<file path="config.mk">
export PLATFORM = sky130hd
export DESIGN_NAME = res_pack_buffer
export DESIGN_NICKNAME = d
export VERILOG_FILES = /design/src/rtl/res_pack_buffer.sv
export SDC_FILE = /design/constraint.sdc
export NUM_CORES = 1
export LEC_CHECK = 0
export BUFFER_PORTS_ARGS = -buffer_cell sky130_fd_sc_hd__buf_2
export CORE_ASPECT_RATIO = 0.5
export CORE_MARGIN = 10
export CORE_UTILIZATION = 40
export CTS_BUF_LIST = sky130_fd_sc_hd__clkbuf_2
export DETAILED_ROUTE_END_ITERATION = 6
export GPL_TIMING_DRIVEN = 0
export PLACE_DENSITY_LB_ADDON = 0.25
export SLEW_MARGIN = 15
export SYNTH_ARGS = -nofsm -noshare
export SYNTH_HDL_FRONTEND = slang
export SYNTH_SLANG_ARGS = --single-unit
</file>
<file path="constraint.sdc">
create_clock -name clk_i -period 3.5 [get_ports clk_i]
set_input_delay 0.175 -clock clk_i [delete_from_list [all_inputs] [get_ports clk_i]]
set_output_delay 0.175 -clock clk_i [all_outputs]
set_load 0.1 [all_outputs]
</file>
<file path="src/rtl/res_pack_buffer.sv">
`default_nettype none
// ============================================================================
// res_pack_buffer : ping-pong packer of lane0 fp32 results into per-lane words
// Revision 1.0
// ============================================================================
module res_pack_buffer #(
    parameter int unsigned NrLanes = 4,
    parameter int unsigned ElenW   = 64
) (
    input  logic                       clk_i,
    input  logic                       rst_ni,
    input  logic                       elem_valid_i,
    input  logic [ElenW-1:0]           elem_data_i,
    input  logic                       elem_last_i,
    output logic                       elem_ready_o,
    output logic [NrLanes-1:0]         stu_req_o,
    output logic [NrLanes*ElenW-1:0]   stu_wdata_o,
    input  logic [NrLanes-1:0]         stu_gnt_i,
    input  logic                       flush_i,
    output logic                       done_o
);

    localparam int unsigned NrSlots = 2 * NrLanes;
    localparam int unsigned CntW    = $clog2(NrSlots);
    localparam int unsigned WordW   = NrLanes * ElenW;

    typedef enum logic [1:0] {
        EMPTY   = 2'd0,
        FILLING = 2'd1,
        FULL    = 2'd2
    } bank_state_e;

    bank_state_e               state_q [2];
    bank_state_e               state_d [2];
    logic [WordW-1:0]          data_q  [2];
    logic [WordW-1:0]          data_d  [2];
    logic [NrLanes-1:0]        sent_q  [2];
    logic [NrLanes-1:0]        sent_d  [2];
    logic [1:0]                last_q, last_d;
    logic [CntW-1:0]           cnt_q, cnt_d;
    logic                      wr_q, wr_d;
    logic                      rd_q, rd_d;
    logic                      done_q, done_d;
    logic                      accept;
    logic                      drain_done;
    logic [NrLanes-1:0]        sent_next;
    logic                      unused_hi;

    // Slots 0..NrLanes-1 fill the low halves, the rest fill the high halves.
    function automatic int slot_off(input int k);
        if (k < int'(NrLanes)) return k * int'(ElenW);
        return (k - int'(NrLanes)) * int'(ElenW) + 32;
    endfunction

    assign unused_hi    = ^elem_data_i[ElenW-1:32];

    assign elem_ready_o = rst_ni && (state_q[wr_q] != FULL) && !flush_i;
    assign accept       = elem_valid_i && elem_ready_o;
    assign stu_req_o    = (state_q[rd_q] == FULL) ? ~sent_q[rd_q] : '0;
    assign stu_wdata_o  = data_q[rd_q];
    assign sent_next    = sent_q[rd_q] | (stu_gnt_i & stu_req_o);
    assign drain_done   = (state_q[rd_q] == FULL) && (&sent_next);
    assign done_o       = done_q;

    always_comb begin
        state_d = state_q;
        data_d  = data_q;
        sent_d  = sent_q;
        last_d  = last_q;
        cnt_d   = cnt_q;
        wr_d    = wr_q;
        rd_d    = rd_q;
        done_d  = 1'b0;
        if (flush_i) begin
            for (int b = 0; b < 2; b++) begin
                state_d[b] = EMPTY;
                data_d[b]  = '0;
                sent_d[b]  = '0;
            end
            last_d = '0;
            cnt_d  = '0;
            wr_d   = 1'b0;
            rd_d   = 1'b0;
        end else begin
            // The fill bank is never FULL on accept, so it cannot be the bank draining.
            if (accept) begin
                for (int k = 0; k < int'(NrSlots); k++) begin
                    if (cnt_q == CntW'(k)) begin
                        data_d[wr_q][slot_off(k) +: 32] = elem_data_i[31:0];
                    end
                end
                state_d[wr_q] = FILLING;
                if ((cnt_q == CntW'(NrSlots - 1)) || elem_last_i) begin
                    state_d[wr_q] = FULL;
                    last_d[wr_q]  = elem_last_i;
                    cnt_d         = '0;
                    wr_d          = ~wr_q;
                end else begin
                    cnt_d = cnt_q + 1'b1;
                end
            end
            if (state_q[rd_q] == FULL) begin
                sent_d[rd_q] = sent_next;
                if (drain_done) begin
                    state_d[rd_q] = EMPTY;
                    data_d[rd_q]  = '0;
                    sent_d[rd_q]  = '0;
                    last_d[rd_q]  = 1'b0;
                    rd_d          = ~rd_q;
                    done_d        = last_q[rd_q];
                end
            end
        end
    end

    always_ff @(posedge clk_i or negedge rst_ni) begin
        if (!rst_ni) begin
            for (int b = 0; b < 2; b++) begin
                state_q[b] <= EMPTY;
                data_q[b]  <= '0;
                sent_q[b]  <= '0;
            end
            last_q <= '0;
            cnt_q  <= '0;
            wr_q   <= 1'b0;
            rd_q   <= 1'b0;
            done_q <= 1'b0;
        end else begin
            state_q <= state_d;
            data_q  <= data_d;
            sent_q  <= sent_d;
            last_q  <= last_d;
            cnt_q   <= cnt_d;
            wr_q    <= wr_d;
            rd_q    <= rd_d;
            done_q  <= done_d;
        end
    end

endmodule
`default_nettype wire

</file>
# == After elaboration in Yosys (flattened, before gate mapping) ==
# Cells that the tools add are included.
# totals
elab_cells,215
out_inout_bits,262
inputBits,73
ff_bits,532
# op_classes
n_lt_le_gt_ge,8
bitwise_logic,21
n_reduce_logical,18
n_shift,8
muxes,135
eq_ne,9
addsub,5
# ops
operator,count
$mux 512,27
$bwmux 512,8
$demux 256 s1,9
$mux 256,9
$shift 32x33->256 const A,4
$shiftx 32x33->256,4
$and 512x512->512,1
$mux 32,16
$not 512->512,1
$mux 192,1
$neg 32->33,4
$mux 128,1
$mux 64,1
$mux 4,11
$mux 2,14
$mux 1,25
$mux 8,3
$eq 3x3->1 const B,4
$mux 3,3
$and 4x4->4,2
$and 8x8->8,1
$bwmux 8,1
$logic_and 1x1->1,8
$not 4->4,2
other kinds (26),44

# == Longest topological paths before layout ==
# depth
ltp_word,54
mapped_depth,8
mapped_depth_nobuf,6

# == Worst setup path after synthesis ==
# OpenSTA, ideal clock, no wires.
# synth_timing
path_kind,reg2out
startpoint,reg wr_q
endpoint,out elem_ready_o
required_time_ps,3325
path_stages_with_launch,4
arrival_time_ps,5487
n_path_buf,2
path_slack_ps,-2162
path_cell_list,dfrtp_1 -> buf_2 -> buf_2 -> a2111oi_0
# synth_between
elab_chain_len,7
# synth_lines
item,line_no,source
"start, declared",41,"logic wr_q, wr_d;"
"start signal, assigned",134,wr_q <= wr_d;
$not 1->2 (implied by the code),57,assign elem_ready_o = rst_ni && (state_q[wr_q] != FULL) && !flush_i;
$mux 2 (implied by the code) (3 in a row),57,
$ne 2x2->1,57,
$logic_and 1x1->1 (2 in a row),57,
"end, declared",15,"output logic elem_ready_o,"
# Every way passes these cells. The select of a mux whose other input is x is not followed.

# == Worst setup path in the final report ==
# layout_timing
startpoint,in rst_ni
endpoint,reg last_q[0]
# layout_between
elab_chain_len,9
# layout_lines
item,line_no,source
"start, declared",11,"input logic rst_ni,"
$logic_and 1x1->1 * (2 in a row),57,
$logic_and 1x1->1 *,58,assign accept = elem_valid_i && elem_ready_o;
$mux 2 *,86,if (accept) begin
$mux 2 *,74,if (flush_i) begin
$and 2x2->2 (no line),--,
$mux 2,104,if (drain_done) begin
$mux 2 *,102,if (state_q[rd_q] == FULL) begin
$mux 2 *,74,
via last_d[0],39,"logic [1:0] last_q, last_d;"
"end signal, assigned",132,last_q <= last_d;
"end, declared",39,
# Mark *: on every way through the listed nets, which the timed path passes. The rest lies on a longest branch. The select of a mux whose other input is x is not followed.
# A chain may end at the register's enable or synchronous reset.

==> reports/qor.csv <==
metric,value,unit
status,completed,
slew_headroom,27.7,%
use_met3,5.97,%
drtIter0Drc,2715,
synth_area,0.0248,sq mm
synth.area.top_cells,"dfrtp_1 54%, nand2_1 16%, mux2_2 12%",
finalNonFillerCells,4119,
cts_sinks,532,
leakage,13.7,nW
power_density,391,mW/mm^2
clk_latency,1140,ps
synth_cell_type_count,40,
final_area,0.0296,sq mm
worstPathRequired,4450,ps
n_fill_cell,6019,
cts_tree,built,
syn_nets,2804,
dp.cells,3825,
clk_pin_slew,120,ps
grt_setup_unrepaired,false,
grt.overflow.total,0,
syn2layout_area_growth,19.1,%
drt_pass1_iterations,6,
met1_usage,34.3,%
crit_fanout,50,
core,0.0613,sq mm
place_area,0.0274,sq mm
fin_tns_setup,0,ps
drive_above_1_share,27.1,%
boundaryPins,335,
min_path_cells,4,
vias_per_cell,5.52,
grt_max_degree,102,
grtUsageTotal,26.2,%
drcViolationCount,0,
arrival,4400,ps
worst_setup_path_start_kind,primary input,
yosys.area.top_type_share,53.6,%
setup_viol_count_final,0,
ctsHtreeMaxLevel,4,
synth.avg_cell_area,9.11,sq um
die_area,0.0731,sq mm
fmax,0.290,GHz
hp-class,in -> reg,
max_cap_violations,0,
die_h,196,um
synth-async-reset-ratio,100,%
drt_wl_total,99400,um
cts_setup_buffers,0,
final_cell_mix,"1,031 x nand2_1, 532 x dfrtp_1, 523 x a21oi_1",
period_minus_slack,3450,ps
grt_pass1_wl,144000,um
gp_congestion,0.913,
tightest_slew,1080,ps
cts_made_buffers,131,
finalHoldViolations,0,
use_met2,41.7,%
layout_commonest_cell,nand2_1,
clockBufferDepth,3,
r2r_cells,7,
start_util,40.5,%
total_power,0.0116,W
wl_per_cell,24.1,um
skew,100,ps
cp-end-kind,flip-flop,
die_w,372,um
setup.worst_path.class,in -> reg,
ir_drop,0.000219,V
port-buffer-count,270,
postLayoutCoreUtil,48.3,%
drtAntennaViolNets,0,
drv_slew,0,
grt_pass1_vias,22351,
ys_warn_count,0,
yosysSeqAreaShare,53.6,%
synth_top_cell_by_area,dfrtp_1,
syn_inst,2725,
top_usage_layer,met2,
detailroute.via_count,22751,
grt_antenna_before_repair,1,
rows,64,
root_buffer,clkbuf_2,
synth-edff-count,0,
dp_hpwl,69700,um
period_share,98.5,%
ys_ff_latch,532,
synth_ff_type,dfrtp_1,
fin_nets,3282,
## synthesized netlist by cell type (all sizes together), types with 3 or more instances
| cell type | number |
|---|---|
| nand2 | 1031 |
| dfrtp | 532 |
| a21oi | 523 |
| mux2 | 259 |
| buf | 138 |
| clkbuf | 133 |
| nor2 | 19 |
| nand4 | 14 |
| and4 | 10 |
| inv | 7 |
| nor4 | 7 |
| a211oi | 6 |
| ha | 6 |
| nor2b | 5 |
| o22ai | 5 |
| nor3 | 4 |
| a22oi | 3 |
| mux2i | 3 |
| or4 | 3 |
## per-layer routing
metal	routed length (um)	up-vias
li1	-	9978
met1	40900	11403
met2	46300	1152
met3	8350	218
met4	3850	0
met5	0	-
## final timing paths
| check | from | to | slack (ps) |
|---|---|---|---|
| min | elem_data_i[6] | data_q[390]$_DFF_PN0_ | 40 |
| max reg2reg | state_q[3]$_DFF_PN0_ | last_q[0]$_DFF_PN0_ | 620 |
| min in group asynchronous | rst_ni | data_q[145]$_DFF_PN0_ | 440 |
| max in group asynchronous | rst_ni | data_q[151]$_DFF_PN0_ | 1650 |
| min reg2reg | data_q[268]$_DFF_PN0_ | data_q[268]$_DFF_PN0_ | 520 |
| max | rst_ni | last_q[0]$_DFF_PN0_ | 50 |
## power breakdown
part,internal [W],switching [W],total (W)
Clock,0.00173,0.00271,0.00444
Sequential,0.00616,0.0000122,0.00617
Combinational,0.000219,0.000729,0.000948
Total,0.00811,0.00346,0.0116
## state kept, by name, summed over array words and instances, names as in the netlist
name     flops
state_q      4
rd_q         1
done_o       1
wr_q         1
last_q       2
sent_q       8
cnt_q        3
data_q     512
## through the flow
step / worst slack [ps] / hold slack [ps]
2_1_floorplan: 535 / -121
3_3_place_gp: -9230 / 460
6_report: 53.0 / 41.4
4_1_cts: -2.72 / 1.50
5_1_grt: 3.80 / 27.7
3_5_place_dp: 301 / 151
## logic make-up (layout without fill, tap and decap cells)
logic type      count (synthesis)  after routing  synth area share [%]
flops                         532            532                  53.6
buf+inv                       278            845                  5.33
simple gates                 1103           1103                  17.7
compound gates                544            544                  11.2
other cells                     0              2                     0
mux                           262            262                  11.9
fa+ha+maj                       6              6                 0.302
## timing repair
action	CTS	global route
setup endpoints to repair	40	113
cloned	0	1
resized for setup	14	11
hold endpoints to repair	814	153
hold buffers	67	3
## area by class of cell
class / count / area (sq um) / area share, %
well taps: 825 / 1030 / 3.49
multi-input cells: 1915 / 10200 / 34.5
flip-flops and latches: 532 / 13300 / 45.0
inverters: 7 / 26.3 / 0.0888
diodes: 2 / 5.00 / 0.0169
repair buffers: 345 / 2450 / 8.27
clock inverters: 35 / 268 / 0.905
clock buffers: 187 / 936 / 3.16
plain buffers: 271 / 1340 / 4.54
## critical path, cell delays in order
cell and delay, ps:
buf_8 80, buf_16 100, buf_16 90, buf_16 90, buf_16 90, buf_16 90, buf_16 100, buf_16 110
buf_16 110, dlygate4sd3_1 830, clkbuf_16 380, and3b_1 340, buf_4 210, nand4_1 300, clkbuf_1 410, a22oi_1 230
dlygate4sd3_1 580, nor2_1 40
No activity file was read; power rests on OpenSTA's default activity.
